## config.mk

```make
export PLATFORM = sky130hd
export DESIGN_NAME = rv_commit_tracer
export DESIGN_NICKNAME = d
export VERILOG_FILES = /design/src/rtl/rv_trace_pkg.sv /design/src/rtl/rv_trace_fifo.sv /design/src/rtl/rv_commit_tracer.sv
export SDC_FILE = /design/constraint.sdc
export NUM_CORES = 1
export LEC_CHECK = 0
export ABC_AREA = 0
export BUFFER_PORTS_ARGS = -buffer_cell sky130_fd_sc_hd__buf_2
export CELL_PAD_IN_SITES_DETAIL_PLACEMENT = 1
export CELL_PAD_IN_SITES_GLOBAL_PLACEMENT = 2
export CORE_ASPECT_RATIO = 0.5
export CORE_MARGIN = 8
export CORE_UTILIZATION = 45
export CTS_CLUSTER_DIAMETER = 120
export DETAILED_ROUTE_END_ITERATION = 10
export GPL_TIMING_DRIVEN = 0
export HOLD_SLACK_MARGIN = 0.08
export PLACE_DENSITY = 0.83
export SYNTH_ARGS = -nofsm -noshare
export SYNTH_HDL_FRONTEND = slang
export SYNTH_SLANG_ARGS = --single-unit
```

## constraint.sdc

```tcl
create_clock -name clk -period 10.55 [get_ports clk]
set_input_delay 0.5275 -clock clk [delete_from_list [all_inputs] [get_ports clk]]
set_output_delay 0.5275 -clock clk [all_outputs]
set_load 0.05 [all_outputs]
```

## src/rtl/rv_trace_pkg.sv

```systemverilog
// Shared types for the commit tracer: FSM state encoding and the
// buffered trace record. Record fields are sized to the widest supported
// configuration; narrower instances zero-extend on write and slice on read.
package rv_trace_pkg;

   localparam int TRACE_XLEN = 32;
   localparam int TRACE_TS_W = 16;

   typedef enum logic [1:0] {
      RUN    = 2'd0,
      ARMED  = 2'd1,
      FROZEN = 2'd2
   } trace_state_e;

   typedef struct packed {
      logic [TRACE_XLEN-1:0] pc;
      logic [4:0]            rd;
      logic [TRACE_XLEN-1:0] data;
      logic [TRACE_TS_W-1:0] ts;
   } trace_entry_t;

endpackage

```

## src/rtl/rv_trace_fifo.sv

```systemverilog
// DEPTH-entry trace FIFO with a combinational head. overwrite drops the
// oldest entry in the same cycle as a push, so a full buffer keeps the
// newest DEPTH records (snapshot mode).
module rv_trace_fifo
   import rv_trace_pkg::*;
#(
   parameter  int DEPTH = 16,
   localparam int AW    = $clog2(DEPTH),
   localparam int CW    = AW + 1
) (
   input  logic          clk,
   input  logic          reset,
   input  logic          flush,
   input  logic          push,
   input  logic          pop,
   input  logic          overwrite,
   input  trace_entry_t  wdata,
   output trace_entry_t  head,
   output logic          full,
   output logic          empty,
   output logic [CW-1:0] count
);

   trace_entry_t  mem [DEPTH];
   logic [AW-1:0] wr_ptr;
   logic [AW-1:0] rd_ptr;
   logic          adv_rd;

   // Oldest entry leaves on a consumer pop or on a snapshot overwrite.
   assign adv_rd = pop || overwrite;

   // Storage has no reset; contents are only meaningful below count.
   always_ff @(posedge clk) begin
      if (push) mem[wr_ptr] <= wdata;
   end

   // Pointer and occupancy bookkeeping; pointers wrap modulo DEPTH.
   always_ff @(posedge clk or posedge reset) begin
      if (reset) begin
         wr_ptr <= '0;
         rd_ptr <= '0;
         count  <= '0;
      end else if (flush) begin
         wr_ptr <= '0;
         rd_ptr <= '0;
         count  <= '0;
      end else begin
         if (push)   wr_ptr <= wr_ptr + 1'b1;
         if (adv_rd) rd_ptr <= rd_ptr + 1'b1;
         if (push && !adv_rd)      count <= count + 1'b1;
         else if (!push && adv_rd) count <= count - 1'b1;
      end
   end

   assign head  = mem[rd_ptr];
   assign full  = (count == CW'(DEPTH));
   assign empty = (count == '0);

endmodule

```

## src/rtl/rv_commit_tracer.sv

```systemverilog
// Commit-trace capture: filters the writeback commit stream by rd mask,
// timestamps accepted commits and buffers them for a valid/ready consumer.
// Stream mode drops on full and counts drops; snapshot mode keeps the
// newest DEPTH commits and freezes once the trigger PC is captured.
module rv_commit_tracer
   import rv_trace_pkg::*;
#(
   parameter  int XLEN  = 32,
   parameter  int DEPTH = 16,
   parameter  int TS_W  = 16,
   parameter  int OVF_W = 16,
   localparam int CW    = $clog2(DEPTH) + 1
) (
   input  logic             clk,
   input  logic             reset,
   input  logic             commit_valid_i,
   input  logic [XLEN-1:0]  commit_pc_i,
   input  logic [4:0]       commit_rd_i,
   input  logic [XLEN-1:0]  commit_data_i,
   input  logic [31:0]      rd_mask_i,
   input  logic             mode_i,
   input  logic [XLEN-1:0]  trig_pc_i,
   input  logic             rearm_i,
   output logic             out_valid,
   input  logic             out_ready,
   output logic [XLEN-1:0]  out_pc,
   output logic [4:0]       out_rd,
   output logic [XLEN-1:0]  out_data,
   output logic [TS_W-1:0]  out_ts,
   output logic [CW-1:0]    count,
   output logic [OVF_W-1:0] overflow_cnt,
   output logic             frozen
);

   trace_state_e  state;
   logic [TS_W-1:0] ts_cnt;
   logic          cap, trig;
   logic          push, pop, ovw, drop;
   logic          full, empty;
   trace_entry_t  wdata, head;

   assign cap  = commit_valid_i && rd_mask_i[commit_rd_i];
   assign trig = (state == ARMED) && cap && (commit_pc_i == trig_pc_i);

   assign wdata.pc   = TRACE_XLEN'(commit_pc_i);
   assign wdata.rd   = commit_rd_i;
   assign wdata.data = TRACE_XLEN'(commit_data_i);
   assign wdata.ts   = TRACE_TS_W'(ts_cnt);

   // Per-state FIFO control; a rearm cycle neither captures nor pops.
   always_comb begin
      out_valid = 1'b0;
      pop       = 1'b0;
      push      = 1'b0;
      ovw       = 1'b0;
      drop      = 1'b0;
      case (state)
         RUN: begin
            out_valid = !empty;
            pop       = out_valid && out_ready;
            push      = cap && (!full || pop);
            drop      = cap && full && !pop;
         end
         ARMED: begin
            push = cap;
            ovw  = cap && full;
         end
         FROZEN: begin
            out_valid = !empty;
            pop       = out_valid && out_ready;
         end
         default: ;
      endcase
      if (rearm_i) begin
         pop  = 1'b0;
         push = 1'b0;
         ovw  = 1'b0;
         drop = 1'b0;
      end
   end

   rv_trace_fifo #(.DEPTH(DEPTH)) u_fifo (
      .clk       (clk),
      .reset     (reset),
      .flush     (rearm_i),
      .push      (push),
      .pop       (pop),
      .overwrite (ovw),
      .wdata     (wdata),
      .head      (head),
      .full      (full),
      .empty     (empty),
      .count     (count)
   );

   // Mode FSM: rearm selects stream or snapshot, trigger capture freezes.
   always_ff @(posedge clk or posedge reset) begin
      if (reset) begin
         state  <= RUN;
         frozen <= 1'b0;
      end else if (rearm_i) begin
         state  <= mode_i ? ARMED : RUN;
         frozen <= 1'b0;
      end else if (trig) begin
         state  <= FROZEN;
         frozen <= 1'b1;
      end
   end

   // Free-running timestamp; deliberately survives rearm.
   always_ff @(posedge clk or posedge reset) begin
      if (reset) ts_cnt <= '0;
      else       ts_cnt <= ts_cnt + 1'b1;
   end

   // Saturating count of stream-mode drops.
   always_ff @(posedge clk or posedge reset) begin
      if (reset)                             overflow_cnt <= '0;
      else if (rearm_i)                      overflow_cnt <= '0;
      else if (drop && overflow_cnt != '1)   overflow_cnt <= overflow_cnt + 1'b1;
   end

   // Data outputs read zero whenever no entry is presented.
   assign out_pc   = out_valid ? head.pc[XLEN-1:0]   : '0;
   assign out_rd   = out_valid ? head.rd             : '0;
   assign out_data = out_valid ? head.data[XLEN-1:0] : '0;
   assign out_ts   = out_valid ? head.ts[TS_W-1:0]   : '0;

endmodule

```

### Yosys cells after proc, flatten, opt, wreduce, memory -nomap -nowiden

Memory sizes are Yosys's and may differ from the RTL's.
Index checks and enable logic that the tools add are counted.

* register bits: 48
* bits in latches: 0
* RAM bits: 1360
* memory bits (read-only): 0
* input bits: 139
* output and inout port bits: 108
* logic and storage cells: 76
* memories: 1

Memory list
* u_fifo.mem: depth 16, width 85, rd ports 1, clocked after Yosys merged registers in 0, wr ports 1, RTL line rv_trace_fifo.sv:24 `trace_entry_t mem [DEPTH];`

* add/subtract/negate cells: 6
* multiply operators: 0
* div/mod/pow operators: 0
* order comparisons: 1
* equality and inequality tests: 5
* shifts and indexed selects: 0
* multiplexer cells: 31
* bitwise gates (word level): 0
* reduce and logical (&&, ||, !) cells: 25

Operators with widths (count)
* $mux W32: 2
* $mux W16: 3
* $add A16 B1 Y16 const B: 2
* $eq A32 B32 Y1: 1
* $mux W5: 4
* $mux W4: 4
* $ne A16 B16 Y1 const B: 1
* $mux W1: 14
* $logic_and A1 B1 Y1: 10
* $add A4 B1 Y4 const B: 2
* $reduce_bool A2 Y1: 4
* $lt A5 B6 Y1 const B: 1
* $add A5 B1 Y5 const B: 1
* $bmux W1 S5: 1
* $eq A5 B5 Y1 const B: 1
* $logic_not A1 Y1: 5
* $logic_not A5 Y1: 1
* $sub A5 B1 Y5 const B: 1
* $mux W2: 2
* $reduce_bool A3 Y1: 1
* $eq A2 B1 Y1 const B: 1
* $eq A2 B2 Y1 const B: 1
* $logic_not A2 Y1: 1
* $logic_or A1 B1 Y1: 2
* other kinds (2): 2

### Logic depth before layout (Yosys ltp)

* depth in word-level cells: 12
* depth in mapped cells: 13
* depth with buffers taken out: 12

### Hierarchy

A second synthesis with hierarchy kept.

* cell total of the unflattened synthesis: 2509
* area total of the unflattened synthesis: 54584.9 um^2

By module, submodules not included
* rv_trace_fifo: instances 1, cells each 2173, area each 51613.3 um^2, seq. area each 41164.5 um^2
* rv_commit_tracer: instances 1, cells each 336, area each 2971.6 um^2, seq. area each 850.8 um^2

### Least setup slack after synthesis

No wires, ideal clock.

* path kind: input port to flip-flop
* start: in commit_rd_i[0]
* end: mem u_fifo.mem[12][0] (netlist bit) (enable)
* setup time: 529 ps
* data arrival time: 5855 ps
* data required time: 10021 ps
* setup slack: 4165 ps
* stages: 6
* path buffers: 1
* cell sequence: clkbuf_1 -> mux4_2 -> a221o_4 -> nor3_2 -> nand2_1 -> nor2_1

* cells in the longest elaborated chain, start to end: 8

RTL lines
* start: declaration: RTL line rv_commit_tracer.sv:18 `input logic [4:0] commit_rd_i,`
* $bmux W1 S5 (*): RTL line rv_commit_tracer.sv:42 `assign cap = commit_valid_i && rd_mask_i[commit_rd_i];`
* $mux W1 (not written as such) (*): RTL line rv_commit_tracer.sv:42
* $logic_and A1 B1 Y1 (*): RTL line rv_commit_tracer.sv:42
* $logic_and A1 B1 Y1: RTL line rv_commit_tracer.sv:61 `push = cap && (!full || pop);`
* $pmux W1 S2 (*): RTL line rv_commit_tracer.sv:57 `case (state)`
* $mux W1 (*): RTL line rv_commit_tracer.sv:74 `if (rearm_i) begin`
* $mux W1 (*): RTL line rv_trace_fifo.sv:34 `if (push) mem[wr_ptr] <= wdata;`
* $mux W1 (not written as such) (*): RTL line rv_trace_fifo.sv:34
* end: declaration: RTL line rv_trace_fifo.sv:24

Mark *: on every way between the ends. The rest lies on a longest branch, timed or not. The select of a mux whose other input is x is not followed.

### Final worst setup path

* start: reg u_fifo.rd_ptr[0]
* end: out out_pc[2]

* cells in the longest elaborated chain, start to end: 2

RTL lines
* start: declaration: RTL line rv_trace_fifo.sv:26 `logic [AW-1:0] rd_ptr;`
* start signal: assignment: RTL line rv_trace_fifo.sv:49 `if (adv_rd) rd_ptr <= rd_ptr + 1'b1;`
* $mem_v2 Z16 W85
* $mux W32: RTL line rv_commit_tracer.sv:124 `assign out_pc = out_valid ? head.pc[XLEN-1:0] : '0;`
* end: declaration: RTL line rv_commit_tracer.sv:26 `output logic [XLEN-1:0] out_pc,`

Every way passes these cells.

==> flow_summary.ini <==
[clocking]
clk_pin_slew_worst_paths_ns = 0.07
htreeDepth = 3
clock_latency_ns = 0.72
cts-resized-gates = 0
cts_tree = yes
post_cts_buffers = 0
cts_buffers = 120
clock-root-buffer = clkbuf_16
clock-sinks = 1407
cts_hold_buf = 2
max-clock-path-buffers = 3

[drt]
drt-initial-drc-count = 3396
ant_nets = 0
post_drt_wl_per_cell_um = 33.0
wl_um = 148000
first_pass_iters = 5
vias = 27222
route.detailed.drc = 0
viasPerCell = 6.06

[critical_path]
crit_chain = clkbuf_1 > clkbuf_1 > buf_1 > mux4_2 > mux4_2 > and2_1 > buf_2
crit_arrival_ns = 5.20
crit_buf_inv = 4
slowest_stage = buf_1
cp-start-kind = register
max_stage_delay_ns = 0.97
critical_path_required_ns = 10.02
critPathKind = reg -> out
cp_max_fo = 10
cp-end-kind = output pin
cp_top_family = buffers and inverters

[timing]
relSlewSlack = 0.128
skew_ns = 0.0421
tightest_slew_ns = 1.30
period_share = 0.542
hold_violations = 0
fmax_mhz = 175
drv_slew = 0
period_needed_ns = 5.72
rsz0062_at_grt = false
final-setup-viol-count = 0
setup-tns-final_ns = 0
holdWs_ns = 0.174

[global_route]
overflow = 0
grt_max_degree = 28
first_global_vias = 28897
gr-usage-all-layers = 0.216
grt_antenna_before_repair = 22
grt_pass1_wl_um = 208000

[floorplan]
dieHeight_um = 263
row_count = 90
core_area_um2 = 121000
die_x_um = 509
num_io_pins = 247
initial_core_util = 0.454
dieArea_um2 = 134000

[finish]
nNetsFinal = 2909
area_growth_pct = 16.1
drive_gt1_frac = 0.333
layout_common_cells = 1360 x edfxtp_1, 427 x mux4_2, 248 x buf_2
final_common_cell = edfxtp_1

[synth]
yosys_register_bits = 1407
synth_ff_type = edfxtp_1
synth_cell_type_count = 51
synth_edf_count = 1360
yosys_warnings = 0
ys_seq_area_frac = 0.768
async_flop_share = 0.0334
netlist_instances = 2322
synth_area_um2 = 54700
syn_avg_cell_area_um2 = 23.6
syn_nets = 2473

[run]
maxCapViolCount = 0

[min_path]
worstHoldPathType = in -> reg

[placement]
portBuffers = 246
gp_congestion = 0.778
hpwl_um = 93200

[power]
irDropWorstVdd_mv = 0.120
p_leak_uw = 0.0204
pwr_density_cell_nw_per_um2 = 216

[outcome]
status = complete, no violations
report_power, final:
group / switching [uW] / total [uW] / internal, uW
clock network: 2030 / 4580 / 2550
logic: 1850 / 2990 / 1150
registers: 30.1 / 6180 / 6150
path summary, 6_finish.rpt:
| path | start | endpoint | slack [ns] | cells after the start |
|---|---|---|---|---|
| max reg2reg | frozen | u_fifo.mem[7][22] | 6.33 | 8 |
| min | commit_data_i[22] | u_fifo.mem[1][38] | 0.17 | 1 |
| max in group asynchronous | reset | u_fifo.count[2] | 9.53 | 4 |
| min reg2reg | frozen | frozen | 0.54 | 1 |
| min in group asynchronous | reset | ts_cnt[8] | 0.43 | 3 |
| max | u_fifo.rd_ptr[0] | out_pc[2] | 4.83 | 7 |
synthesized netlist by cell type (14+ instances only):
library cell | count | share of area
nand2_1 | 21 | 0.0014
xor2_1 | 40 | 0.0064
nor2_1 | 36 | 0.0025
clkbuf_1 | 78 | 0.0054
mux4_2 | 427 | 0.18
and2_1 | 87 | 0.0099
nand3_1 | 17 | 0.0016
dfrtp_1 | 47 | 0.021
edfxtp_1 | 1360 | 0.75
buf_1 | 31 | 0.0021
a21oi_1 | 18 | 0.0016
mux2i_1 | 14 | 0.0026
through the flow:
| stage | area [um2] | setup WS [ns] | power [uW] | utilization | instances |
|---|---|---|---|---|---|
| after global placement | 58000 | -1.73 | 9250 | 0.481 | 4178 |
| after CTS | 63500 | 4.73 | 13800 | 0.527 | 4472 |
| after floorplan | 54700 | 4.17 | 8400 | - | 2322 |
| after detailed placement | 59500 | 4.87 | 9320 | 0.493 | 4244 |
| final | 63600 | 4.83 | 13800 | 0.527 | 4489 |
| after global routing | 63500 | 4.57 | 14100 | 0.527 | 4485 |
flip-flops by register name, indices dropped and copies added, names as in the netlist:
signal and count:
state 1, u_fifo.wr_ptr 4, frozen 1, u_fifo.rd_ptr 4, overflow_cnt 16, u_fifo.mem 1360, ts_cnt 16, u_fifo.count 5
area by class of cell:
class	count	area [um2]
clock inverters	75	798
fillers	10438	57000
flip-flops and latches	1407	42000
plain buffers	113	442
well taps	1610	2010
clock buffers	151	3240
multi-input cells	789	12300
repair buffers	314	2620
inverters	13	48.8
diodes	17	42.5
logic make-up after synthesis:
| group | synth area share |
|---|---|
| adders and majority gates | 0.00288 |
| muxes | 0.181 |
| xor gates and xnor gates | 0.00832 |
| and+or+nand+nor | 0.0241 |
| AOI/OAI and AO/OA | 0.00695 |
| buffers and inverters | 0.00896 |
| DFF | 0.768 |
layer usage:
metal / global-route usage / part of all wire / routed length, um / up-vias
met3: 0.0417 / 0.077 / 11500 / 215
met2: 0.368 / 0.51 / 75600 / 1428
met4: 0.0795 / 0.031 / 4620 / 6
li1: - / - / - / 10793
met1: 0.276 / 0.38 / 56500 / 14780
met5: 0 / 0.00027 / 40 / -
Power figures use the tool's default switching activity.
